--- src/rtl/prco_mem_arbiter_pkg.sv ---
// prco_mem_arbiter_pkg
//   Shared constants for the local-memory arbiter slice:
//   - REG_WIDTH and the data/address width defaults derived from it
//   - FSM state encodings (S_IDLE / S_ACCESS / S_WAIT)
//   - requester index constants used in the req/done vectors
//   - cnt_width(): counter width able to hold a value, minimum 2 bits
package prco_mem_arbiter_pkg;

    localparam int REG_WIDTH  = 16;
    localparam int DEF_DATA_W = REG_WIDTH;
    localparam int DEF_ADDR_W = REG_WIDTH;

    localparam logic [1:0] S_IDLE   = 2'd0;
    localparam logic [1:0] S_ACCESS = 2'd1;
    localparam logic [1:0] S_WAIT   = 2'd2;

    // Bit positions inside the {data, fetch} request/done vectors
    localparam int PORT_F = 0;
    localparam int PORT_D = 1;

    function automatic int cnt_width(input int max_val);
        int w;
        w = $clog2(max_val + 1);
        if (w < 2) w = 2;
        return w;
    endfunction

endpackage

--- src/rtl/prco_mem_arbiter_pick.sv ---
// prco_mem_arb_pick
//   Combinational grant selector for the memory arbiter.
//   Ports:
//     req[1:0]     request vector, index PORT_F = fetch, PORT_D = data
//     done[1:0]    done pulses currently on the outputs, same indexing
//     starve_cnt   consecutive data grants taken while fetch was waiting
//     grant_f      fetch wins this cycle
//     grant_d      data wins this cycle
//   The winner is chosen from the raw requests (data first, unless fetch
//   has been passed over P_STARVE_MAX times). If that winner is the
//   requester whose done pulse is showing, nobody is granted this cycle:
//   its req may simply not have dropped yet, and promoting the other port
//   instead would break the priority order for requesters that keep req
//   high for back-to-back accesses.
module prco_mem_arb_pick
    import prco_mem_arbiter_pkg::*;
#(
    parameter int P_STARVE_MAX = 3,
    parameter int P_CNT_W      = 2
) (
    input  logic [1:0]         req,
    input  logic [1:0]         done,
    input  logic [P_CNT_W-1:0] starve_cnt,
    output logic               grant_f,
    output logic               grant_d
);

    logic force_f;
    logic win_f;
    logic win_d;

    always_comb begin
        force_f = req[PORT_F] && (starve_cnt == P_CNT_W'(P_STARVE_MAX));
        win_f   = req[PORT_F] && (!req[PORT_D] || force_f);
        win_d   = req[PORT_D] && !win_f;
        grant_f = win_f && !done[PORT_F];
        grant_d = win_d && !done[PORT_D];
    end

endmodule

--- src/rtl/prco_mem_arbiter.sv ---
// prco_mem_arbiter
//   Shares the single-port local memory between instruction fetch
//   (read-only) and the data port (loads/stores).
//   Ports:
//     i_clk, i_reset            clock, asynchronous active-high reset
//     i_f_req, i_f_addr         fetch request / address
//     q_f_done, q_f_rdata       fetch done pulse / fetched word
//     i_d_req, i_d_we           data request / 1 = store, 0 = load
//     i_d_addr, i_d_wdata       data address / store data
//     q_d_done, q_d_rdata       data done pulse / load result
//     q_mem_ce, q_mem_we        memory enable / write enable (with ce)
//     q_mem_addr, q_mem_dina    registered memory address / write data
//     i_mem_douta               memory read data
//     q_busy                    high whenever the FSM is not idle
//
//   Handshake: a requester raises req with stable addr/we/wdata and holds
//   it until its done pulse. Fields are sampled only in the cycle the
//   request is granted. Done is a one-cycle pulse seen in the first idle
//   cycle after the access; during that cycle the same requester's req is
//   ignored, so it may drop req one cycle late without a second grant.
//
//   Sequence per access: S_IDLE (grant, register fields) -> S_ACCESS (ce
//   high for one cycle) -> S_WAIT (P_MEM_LATENCY cycles; read data is
//   captured in the last one) -> S_IDLE with done.
module prco_mem_arbiter
    import prco_mem_arbiter_pkg::*;
#(
    parameter int P_ADDR_W       = DEF_ADDR_W,
    parameter int P_DATA_W       = DEF_DATA_W,
    parameter int P_MEM_LATENCY  = 1,
    parameter int P_FETCH_STARVE = 3
) (
    input  logic                i_clk,
    input  logic                i_reset,
    input  logic                i_f_req,
    input  logic [P_ADDR_W-1:0] i_f_addr,
    output logic                q_f_done,
    output logic [P_DATA_W-1:0] q_f_rdata,
    input  logic                i_d_req,
    input  logic                i_d_we,
    input  logic [P_ADDR_W-1:0] i_d_addr,
    input  logic [P_DATA_W-1:0] i_d_wdata,
    output logic                q_d_done,
    output logic [P_DATA_W-1:0] q_d_rdata,
    output logic                q_mem_ce,
    output logic                q_mem_we,
    output logic [P_ADDR_W-1:0] q_mem_addr,
    output logic [P_DATA_W-1:0] q_mem_dina,
    input  logic [P_DATA_W-1:0] i_mem_douta,
    output logic                q_busy
);

    localparam int LAT_W = cnt_width(P_MEM_LATENCY);
    localparam int SW    = cnt_width(P_FETCH_STARVE);

    logic [1:0]       state;
    logic [LAT_W-1:0] lat_cnt;
    logic [SW-1:0]    starve_cnt;
    logic             sel_d;      // current access belongs to the data port
    logic             sel_load;   // current data access is a load
    logic             grant_f;
    logic             grant_d;

    prco_mem_arb_pick #(
        .P_STARVE_MAX (P_FETCH_STARVE),
        .P_CNT_W      (SW)
    ) u_pick (
        .req        ({i_d_req, i_f_req}),
        .done       ({q_d_done, q_f_done}),
        .starve_cnt (starve_cnt),
        .grant_f    (grant_f),
        .grant_d    (grant_d)
    );

    assign q_busy = (state != S_IDLE);

    always_ff @(posedge i_clk or posedge i_reset) begin
        if (i_reset) begin
            state      <= S_IDLE;
            lat_cnt    <= '0;
            starve_cnt <= '0;
            sel_d      <= 1'b0;
            sel_load   <= 1'b0;
            q_f_done   <= 1'b0;
            q_f_rdata  <= '0;
            q_d_done   <= 1'b0;
            q_d_rdata  <= '0;
            q_mem_ce   <= 1'b0;
            q_mem_we   <= 1'b0;
            q_mem_addr <= '0;
            q_mem_dina <= '0;
        end else begin
            // Done flags are pulses: only the S_WAIT exit raises them.
            q_f_done <= 1'b0;
            q_d_done <= 1'b0;

            case (state)
                S_IDLE: begin
                    if (grant_f || grant_d) begin
                        state      <= S_ACCESS;
                        q_mem_ce   <= 1'b1;
                        q_mem_we   <= grant_d && i_d_we;
                        q_mem_addr <= grant_d ? i_d_addr : i_f_addr;
                        sel_d      <= grant_d;
                        sel_load   <= grant_d && !i_d_we;
                        if (grant_d) begin
                            q_mem_dina <= i_d_wdata;
                        end
                    end

                    // Starvation count: data grants taken while fetch waits.
                    if (!i_f_req || grant_f) begin
                        starve_cnt <= '0;
                    end else if (grant_d && (starve_cnt != SW'(P_FETCH_STARVE))) begin
                        starve_cnt <= starve_cnt + SW'(1);
                    end
                end

                S_ACCESS: begin
                    q_mem_ce <= 1'b0;
                    q_mem_we <= 1'b0;
                    lat_cnt  <= LAT_W'(P_MEM_LATENCY);
                    state    <= S_WAIT;
                end

                S_WAIT: begin
                    if (lat_cnt == LAT_W'(1)) begin
                        lat_cnt <= '0;
                        state   <= S_IDLE;
                        if (sel_d) begin
                            q_d_done <= 1'b1;
                            if (sel_load) begin
                                q_d_rdata <= i_mem_douta;
                            end
                        end else begin
                            q_f_done  <= 1'b1;
                            q_f_rdata <= i_mem_douta;
                        end
                    end else begin
                        lat_cnt <= lat_cnt - LAT_W'(1);
                    end
                end

                default: begin
                    state    <= S_IDLE;
                    q_mem_ce <= 1'b0;
                    q_mem_we <= 1'b0;
                end
            endcase
        end
    end

endmodule
--- config.mk ---
export PLATFORM = sky130hd
export DESIGN_NAME = prco_mem_arbiter
export DESIGN_NICKNAME = d
export VERILOG_FILES = /design/src/rtl/prco_mem_arbiter_pkg.sv /design/src/rtl/prco_mem_arbiter_pick.sv /design/src/rtl/prco_mem_arbiter.sv
export SDC_FILE = /design/constraint.sdc
export NUM_CORES = 1
export LEC_CHECK = 0
export ABC_AREA = 1
export CELL_PAD_IN_SITES_DETAIL_PLACEMENT = 0
export CELL_PAD_IN_SITES_GLOBAL_PLACEMENT = 2
export CORE_MARGIN = 2
export CORE_UTILIZATION = 24
export CTS_CLUSTER_DIAMETER = 40
export CTS_CLUSTER_SIZE = 24
export DETAILED_ROUTE_END_ITERATION = 10
export GPL_ROUTABILITY_DRIVEN = 0
export GPL_TIMING_DRIVEN = 0
export PLACE_DENSITY = 0.78
export REMOVE_ABC_BUFFERS = 1
export SKIP_LAST_GASP = 1
export SLEW_MARGIN = 20
export SYNTH_ARGS = -nofsm -noshare
export SYNTH_HDL_FRONTEND = slang
export SYNTH_SLANG_ARGS = --single-unit
--- constraint.sdc ---
create_clock -name i_clk -period 2.9 [get_ports i_clk]
set_clock_uncertainty 0.1 [all_clocks]
set_input_delay 0.29 -clock i_clk [delete_from_list [all_inputs] [get_ports i_clk]]
set_output_delay 0.29 -clock i_clk [all_outputs]
set_load 0.05 [all_outputs]
==> results of run 1 <==
[synth_stat cells, drive strengths merged]
cell and n:
o21ai 34, nor2 1, nor3 1, inv 32, o21a 1, buf 11, a21boi 1, ha 5
nand4 19, dfrtp 76, nand2 168, nand3 26, o211ai 1, clkbuf 8
[power groups by stage]
stage | sequential (mW) | combinational [mW] | clock, mW
floorplan | 3.42 | 0.847 | 0
global placement | 1.84 | 3.76 | 0
detailed placement | 1.86 | 3.78 | 0
CTS | 1.85 | 3.79 | 1.32
global route | 1.92 | 4.02 | 1.38
finish | 1.84 | 3.75 | 1.28
[logic make-up (layout without fill, tap and decap cells)]
group | Yosys count | count (layout) | share of synthesized area
compound gates | 37 | 37 | 0.05790
fa+ha+maj | 5 | 5 | 0.01880
buf+inv | 51 | 186 | 0.06917
flops | 76 | 76 | 0.5714
simple gates | 215 | 215 | 0.2827
[routing by layer]
layer  track usage  routed length, um  vias up
met1        0.1664               4085     1381
met5             0                  0        -
met2        0.1959               4047       95
met4       0.04526                122        0
li1              -                  -     1487
met3       0.05478                834       12
[metrics by stage]
| stage | std cells | util | cell area (um^2) | setup slack, ns | setup TNS, ns |
|---|---|---|---|---|---|
| after floorplan | 365 | - | 3218 | 0.4581 | 0 |
| after global placement | 682 | 0.3509 | 4815 | -0.8244 | -67.91 |
| after detailed placement | 683 | 0.3535 | 4850 | -0.2862 | -4.452 |
| after CTS | 699 | 0.3784 | 5191 | 0.09138 | 0 |
| after global routing | 699 | 0.3789 | 5199 | 0.07270 | 0 |
| final | 699 | 0.3789 | 5199 | 0.1923 | 0 |
[flip-flops by register name (all words and copies together) (netlist names)]
name / flops
starve_cnt: 2
sel_load: 1
q_mem_we: 1
q_d_done: 1
q_f_rdata: 16
q_d_rdata: 16
q_f_done: 1
sel_d: 1
q_mem_ce: 1
q_mem_dina: 16
lat_cnt: 2
state: 2
q_mem_addr: 16
[timing repair]
action | in CTS | in global routing
hold buffers | 0 | 0
setup buffers | 0 | 0
resized for setup | 1 | 1
endpoints found under the hold margin | 0 | 0
setup endpoints to repair | 1 | 18
[cell type report]
type | instances | area [um^2] | area share
Clock buffer | 9 | 225.2 | 0.04332
Clock inverter | 7 | 113.9 | 0.02190
Inverter | 32 | 122.6 | 0.02359
Multi-Input combinational cell | 257 | 1211 | 0.2330
Sequential cell | 76 | 1902 | 0.3658
Tap cell | 180 | 225.2 | 0.04332
Timing Repair Buffer | 138 | 1399 | 0.2691
[worst max path at each step]
| stage | from | endpoint | slack [ns] | depth (start not counted) |
|---|---|---|---|---|
| after global routing | state[0] | q_busy | 0.07 | 4 |
| after floorplan | state[0] | q_mem_dina[0] | 0.46 | 7 |
| after global placement | i_reset | q_mem_addr[8] | -0.82 | 2 |
| after detailed placement | i_d_req | sel_load | -0.29 | 5 |
| final | state[0] | q_busy | 0.19 | 4 |
| after CTS | i_d_req | q_mem_dina[10] | 0.09 | 6 |
[worst register-to-register path: cells and delay by family, from the launching register on]
kind          cells  cell delay [ns]
simple gates      5             1.29
flops             1             0.39
buf+inv           1             0.25
fa+ha+maj         1             0.22
==> results by group, run 1 <==
Synth
  – Synth area leaders: dfrtp_1, nand2_1, o21ai_0
  – Syn Std Cell Area: 3328 um^2
  – Synth warn: 0
  – Area fraction of the dominant cell type after synthesis: 0.5714
  – Number of synthesized register bits: 76
  – Post-Syn Instances: 384
  – Register area share after synthesis: 0.5714
  – Count of different cell masters after synthesis: 22
  – Dominant cell type by area after synthesis: dfrtp_1
  – Syn avg cell area: 8.667 um^2

Timing
  – Worst slew pin tran: 0.9896 ns
  – Setup violation total in the final timing report: 0
  – Fmax achieved: 369.3 MHz
  – Max-slew violation count: 0
  – RSZ-0062 raised after global routing: no
  – Hold WS: 0.2215 ns
  – Final Cycle Share: 0.9337
  – Slew headroom: 0.3386
  – Count of final hold-check violations: 0
  – Min cycle time layout: 2.708 ns

Cells and area
  – Fill count: 1418
  – Layout area overhead: 56.20%
  – Layout cell share with drive strength beyond 1: 0.05395
  – Nets@finish: 588
  – Most common cell after layout, fill and taps aside: nand2_1
  – Highest-count cells in the layout ignoring fill and taps: nand2_1, clkdlybuf4s50_1, dfrtp_1
  – Diodes inserted: 0

GRT
  – Global route overflow: 0
  – Initial antenna violation count: 0
  – Vias in the first global route: 2981
  – Gr usage total: 0.1296
  – Global-route wire length before repair: 15080 um
  – Largest net degree at the start of global routing: 44

Critical path
  – Worst Reg-to-Reg Cells: 7
  – CP delay by family, top: buffers and inverters
  – Critical path buffer and inverter count: 3
  – Startpoint types: flop
  – Worst R2R End: q_mem_dina[2]
  – CP Data Arrival Time: 2.32 ns
  – Worst Path Required: 2.51 ns
  – Cell chain of the critical path: inv_1 > ha_2 > inv_1 > clkdlybuf4s50_1
  – CP most frequent cell: inv_1
  – Critical path class: reg -> out
  – Worst setup EP type: primary output
  – Reg2Reg Setup Slack: 0.53 ns
  – R2R Path Start: starve_cnt[0]
  – CP Max Fanout: 25
  – Worst path max stage delay: 0.76 ns
  – Critical-path top delay cell: clkdlybuf4s50_1

Clocking
  – Clock Sinks: 76
  – Worst-path clk slew: 0.06 ns
  – Clk root buf: clkbuf_16
  – Clock latency at the later pin of the worst-skew pair: 0.33 ns
  – TritonCTS clock tree: built
  – TritonCTS buffer count: 9
  – Maximum buffer depth of the clock tree: 2
  – H-tree levels: 3

Power and ir drop
  – Pwr per Cell Area: 1320 nW/um^2
  – Sw Share: 0.4779
  – Sw power: 3.280 mW
  – Internal: 3.584 mW
  – Gate power share: 0.546
  – Sequential power share: 0.268
  – Power share of the clock group: 0.186
  – Total power: 6.863 mW
  – VDD IR max: 678.0 uV
  – Lkg Pwr: 2.510 nW

Min path
  – Worst min-delay path class: in -> async

Floorplanning
  – Row count: 43
  – CORE AREA: 13720 um^2
  – Die Footprint: 14830 um^2
  – Die Height: 121.8 um
  – Num ports: 138
  – Initial Util: 0.2426
  – Die W: 121.8 um

Run
  – Max cap viols: 0

Routing
  – Routed wire length: 9089 um
  – Vias/cell: 4.256
  – DRC errors left: 0
  – Drt first-iter violations: 139
  – DR pass1 iterations: 4
  – ANT nets after route: 0
  – Routed vias: 2975
  – Wire length per cell: 13.00 um

Placement
  – Post-DP HPWL: 6253 um
  – Port bufs: 137

Run status
  – Status: finished, final reports clean
Power figures use the tool's default switching activity.
==> inputs of run 2 (changes only) <==
--- a/config.mk
+++ b/config.mk
@@ -6,17 +6,19 @@
 export NUM_CORES = 1
 export LEC_CHECK = 0
 export ABC_AREA = 1
+export CAP_MARGIN = 10
 export CELL_PAD_IN_SITES_DETAIL_PLACEMENT = 0
 export CELL_PAD_IN_SITES_GLOBAL_PLACEMENT = 2
 export CORE_MARGIN = 2
 export CORE_UTILIZATION = 24
 export CTS_CLUSTER_DIAMETER = 40
-export CTS_CLUSTER_SIZE = 24
+export CTS_CLUSTER_SIZE = 12
 export DETAILED_ROUTE_END_ITERATION = 10
 export GPL_ROUTABILITY_DRIVEN = 0
 export GPL_TIMING_DRIVEN = 0
 export PLACE_DENSITY = 0.78
 export REMOVE_ABC_BUFFERS = 1
+export SETUP_SLACK_MARGIN = 0.15
 export SKIP_LAST_GASP = 1
 export SLEW_MARGIN = 20
 export SYNTH_ARGS = -nofsm -noshare
==> results by group, run 2 (synthesized netlist as in run 1, its figures left out) <==
Cells and area
  – Layout Cells excl Fill: 699
  – Fill count: 1416
  – Finished Core Util: 0.3798
  – Diodes inserted: 0
  – Highest-count cells in the layout ignoring fill and taps: nand2_1, clkdlybuf4s50_1, dfrtp_1
  – Post-route design area: 5211 um^2
  – Nets@finish: 588
  – Layout area overhead: 56.58%
  – Layout cell share with drive strength beyond 1: 0.05395
  – Most common cell after layout, fill and taps aside: nand2_1

Power and ir drop
  – Total power: 6.894 mW
  – Lkg Pwr: 2.521 nW
  – Gate power share: 0.547
  – Power share of the clock group: 0.185
  – Sw Share: 0.4772
  – Sw power: 3.290 mW
  – Sequential power share: 0.267
  – Pwr per Cell Area: 1323 nW/um^2
  – VDD IR max: 665.6 uV
  – Internal: 3.604 mW

Routing
  – Drt first-iter violations: 139
  – DR pass1 iterations: 4
  – ANT nets after route: 0
  – Wire length per cell: 13.08 um
  – Routed vias: 2982
  – Vias/cell: 4.266
  – Routed wire length: 9143 um
  – DRC errors left: 0

Critical path
  – CP Max Fanout: 25
  – Critical path class: reg -> out
  – CP most frequent cell: inv_1
  – CP Data Arrival Time: 2.12 ns
  – Cell chain of the critical path: inv_1 > ha_4 > inv_1 > clkdlybuf4s50_1
  – Critical-path top delay cell: clkdlybuf4s50_1
  – Worst Path Required: 2.51 ns
  – Startpoint types: flop
  – Worst Reg-to-Reg Cells: 7
  – Worst path max stage delay: 0.74 ns
  – Worst setup EP type: primary output
  – Reg2Reg Setup Slack: 0.54 ns

Timing
  – Final worst slack: 0.3909 ns
  – Count of final hold-check violations: 0
  – Max-slew violation count: 0
  – Slew headroom: 0.3429
  – Min cycle time layout: 2.509 ns
  – Hold WS: 0.2208 ns
  – Fmax achieved: 398.6 MHz
  – Worst slew pin tran: 0.9833 ns
  – Setup violation total in the final timing report: 0
  – Setup_tns: 0 ns
  – RSZ-0062 raised after global routing: no
  – Final Cycle Share: 0.8652

GRT
  – Global-route wire length before repair: 15080 um
  – Vias in the first global route: 2981
  – Largest net degree at the start of global routing: 44
  – Gr usage total: 0.1296
  – Initial antenna violation count: 0
  – Global route overflow: 0

Floorplanning
  – Initial Util: 0.2426
  – Row count: 43
  – Die W: 121.8 um
  – Die Footprint: 14830 um^2
  – CORE AREA: 13720 um^2
  – Num ports: 138
  – Die Height: 121.8 um

Clocking
  – H-tree levels: 3
  – Clock Sinks: 76
  – TritonCTS clock tree: built
  – Worst-path clk slew: 0.06 ns
  – TritonCTS buffer count: 9
  – Clk root buf: clkbuf_16
  – Maximum buffer depth of the clock tree: 2
  – Setup Buffers After CTS: 0
  – Clock latency at the later pin of the worst-skew pair: 0.33 ns

Placement
  – Port bufs: 137
  – Area after DPL: 4850 um^2
  – Placed insts: 683
  – Post-DP HPWL: 6253 um
  – DP Worst Slack: -0.2862 ns

Min path
  – Worst min-delay path class: in -> async

Run
  – Max cap viols: 0

Run status
  – Status: finished, final reports clean
==> run 2: power groups by stage <==
stage | Clock [mW] | Combinational (mW) | Sequential, mW
2_1_floorplan | 0 | 0.847 | 3.42
3_3_place_gp | 0 | 3.76 | 1.84
3_5_place_dp | 0 | 3.78 | 1.86
4_1_cts | 1.32 | 3.80 | 1.85
5_1_grt | 1.38 | 4.05 | 1.92
6_report | 1.28 | 3.77 | 1.84
==> run 2: worst paths after layout <==
| kind | start | end |
|---|---|---|
| max | state[0] | q_busy |
| min | i_reset | q_d_rdata[1] |
| max reg2reg | starve_cnt[0] | q_mem_dina[2] |
| min reg2reg | sel_d | sel_d |
| min in group i_clk | sel_d | sel_d |
| max in group asynchronous | i_reset | q_mem_addr[0] |
==> run 2: cell type report <==
class | instances | area, um^2 | share of cell area
sequential | 76 | 1902 | 0.3649
timing repair buffer | 138 | 1401 | 0.2689
tap | 180 | 225.2 | 0.04322
multi-input combinational | 257 | 1221 | 0.2343
clock inverter | 7 | 113.9 | 0.02185
inverter | 32 | 122.6 | 0.02353
clock buffer | 9 | 225.2 | 0.04322
==> run 2: timing repair <==
item,4_1_cts,5_1_grt
endpoints found under the setup margin,18,2
resized for setup,2,2
hold buffers,0,0
==> run 2: worst max-delay path, delay by kind of cell, from the launching register on <==
kind / cells / cell delay, ns
adders and majority gates: 1 / 0.36
buffers and inverters: 3 / 1.02
DFF: 1 / 0.40
==> run 2: metal layers <==
layer | share of wire | track usage | up-vias
li1 | - | - | 1489
met1 | 0.45 | 0.1664 | 1383
met2 | 0.44 | 0.1959 | 98
met3 | 0.092 | 0.05478 | 12
met4 | 0.013 | 0.04526 | 0
met5 | 0 | 0 | -
==> inputs of run 3 (changes only) <==
--- a/config.mk
+++ b/config.mk
@@ -10,17 +10,17 @@
 export CELL_PAD_IN_SITES_DETAIL_PLACEMENT = 0
 export CELL_PAD_IN_SITES_GLOBAL_PLACEMENT = 2
 export CORE_MARGIN = 2
-export CORE_UTILIZATION = 24
+export CORE_UTILIZATION = 25
+export CTS_BUF_LIST = sky130_fd_sc_hd__clkbuf_4 sky130_fd_sc_hd__clkbuf_8
 export CTS_CLUSTER_DIAMETER = 40
 export CTS_CLUSTER_SIZE = 12
 export DETAILED_ROUTE_END_ITERATION = 10
 export GPL_ROUTABILITY_DRIVEN = 0
 export GPL_TIMING_DRIVEN = 0
-export PLACE_DENSITY = 0.78
+export PLACE_DENSITY = 0.81
 export REMOVE_ABC_BUFFERS = 1
 export SETUP_SLACK_MARGIN = 0.15
-export SKIP_LAST_GASP = 1
-export SLEW_MARGIN = 20
+export SLEW_MARGIN = 0
 export SYNTH_ARGS = -nofsm -noshare
 export SYNTH_HDL_FRONTEND = slang
 export SYNTH_SLANG_ARGS = --single-unit
==> results by group, run 3 (synthesized netlist as in run 1, its figures left out) <==
Floorplanning
  – Initial Util: 0.2533
  – Num ports: 138
  – CORE AREA: 13140 um^2
  – Row count: 42
  – Die Height: 119.4 um
  – Die W: 119.4 um
  – Die Footprint: 14250 um^2

Cells and area
  – Diodes inserted: 0
  – Finished Core Util: 0.3846
  – Fill count: 1349
  – Layout cell share with drive strength beyond 1: 0.05385
  – Flip-flop and latch area: 1902 um^2
  – Nets@finish: 589
  – Multi-input logic area: 1216 um^2
  – Post-route design area: 5052 um^2
  – Layout area overhead: 51.80%
  – Highest-count cells in the layout ignoring fill and taps: nand2_1, clkdlybuf4s50_1, dfrtp_1
  – Most common cell after layout, fill and taps aside: nand2_1

Power and ir drop
  – Pwr per Cell Area: 1261 nW/um^2
  – Lkg Pwr: 2.437 nW
  – VDD IR max: 726.8 uV
  – Total power: 6.369 mW

Timing
  – Setup violation total in the final timing report: 0
  – Max-slew violation count: 0
  – Slew headroom: 0.3499
  – Worst slew pin tran: 0.9728 ns
  – Count of final hold-check violations: 0
  – RSZ-0062 raised after global routing: no
  – Fmax achieved: 397.3 MHz
  – Hold WS: 0.1189 ns
  – Min cycle time layout: 2.517 ns
  – Final Cycle Share: 0.8679

Clocking
  – Maximum buffer depth of the clock tree: 2
  – # hold bufs at CTS: 0
  – Clock latency at the later pin of the worst-skew pair: 0.34 ns
  – TritonCTS clock tree: built
  – Clock Sinks: 76
  – H-tree levels: 3
  – Setup Buffers After CTS: 0
  – Worst-path clk slew: 0.09 ns
  – Clk root buf: clkbuf_8
  – TritonCTS buffer count: 9

GRT
  – Largest net degree at the start of global routing: 61
  – Initial antenna violation count: 0
  – Global route overflow: 0
  – Vias in the first global route: 3033
  – Global-route wire length before repair: 15240 um
  – Gr usage total: 0.1340

Run
  – Max cap viols: 0

Critical path
  – Worst Path Required: 2.51 ns
  – Worst R2R End: sel_load
  – Critical path class: reg -> out
  – Startpoint types: flop
  – R2R Path Start: starve_cnt[0]
  – Worst setup EP type: primary output
  – CP Data Arrival Time: 2.13 ns
  – CP Max Fanout: 25
  – Worst Reg-to-Reg Cells: 6
  – Reg2Reg Setup Slack: 0.52 ns

Routing
  – Drt first-iter violations: 119
  – Routed wire length: 9193 um
  – Wire length per cell: 13.21 um
  – DR pass1 iterations: 4
  – Vias/cell: 4.231
  – ANT nets after route: 0
  – DRC errors left: 0
  – Routed vias: 2945

Min path
  – Worst min-delay path class: in -> async

Placement
  – Post-DP HPWL: 6249 um
  – Port bufs: 137
  – Area after DPL: 4840 um^2

Run status
  – Status: finished, final reports clean
## run 3: changes by cell type in the layout (fill, tap and decap cells not counted), sizes merged, moves of 2 or more
cell,before,now
clkinvlp,0,2
inv,33,35
clkinv,3,1
bufinv,3,0
## run 3: per-stage QoR
stage	instances	setup TNS (ns)	setup WS (ns)
after floorplan	365	0	0.4581
after global placement	678	-65.18	-0.8069
after detailed placement	679	-5.585	-0.3015
after CTS	695	0	0.1025
after global routing	696	0	0.1696
final	696	0	0.3831
## run 3: worst max-delay path: stages, from the launching register on
cell             delay [ns]
dfrtp_1                0.40
inv_1                  0.12
ha_4                   0.37
inv_1                  0.15
clkdlybuf4s50_1        0.74
## run 3: per-layer routing
metal,vias up,global-route usage,wire (um)
met1,1353,0.1743,4237
met4,0,0.03309,78
met2,90,0.2134,4174
li1,1495,-,-
met3,7,0.04789,702
met5,-,0,0
## run 3: layout make-up
| cell class | instances | area share |
|---|---|---|
| sequential | 76 | 0.3764 |
| timing repair buffer | 139 | 0.2798 |
| multi-input combinational | 257 | 0.2407 |
| tap | 176 | 0.04359 |
| clock buffer | 10 | 0.02600 |
| inverter | 32 | 0.02427 |
| clock inverter | 6 | 0.009163 |
## run 3: worst max path at each step
| stage | end | slack [ns] | cells past startpoint | from |
|---|---|---|---|---|
| 2_1_floorplan | q_mem_dina[0] | 0.46 | 7 | state[0] |
| 3_3_place_gp | q_mem_addr[13] | -0.81 | 2 | i_reset |
| 3_5_place_dp | q_mem_dina[0] | -0.30 | 6 | i_d_req |
| 4_1_cts | q_busy | 0.10 | 4 | state[0] |
| 5_1_grt | q_mem_dina[15] | 0.17 | 6 | i_d_req |
| 6_report | q_busy | 0.38 | 4 | state[0] |
## run 3: repair_timing
| action | CTS | global route |
|---|---|---|
| pin swaps | 0 | 0 |
| setup endpoints to repair | 18 | 1 |
| resized for setup | 2 | 1 |
## run 3: power by group
part	switching (mW)	total (mW)	internal, mW
registers	0.276	1.84	1.56
logic	2.57	3.78	1.21
clock network	0.424	0.753	0.328
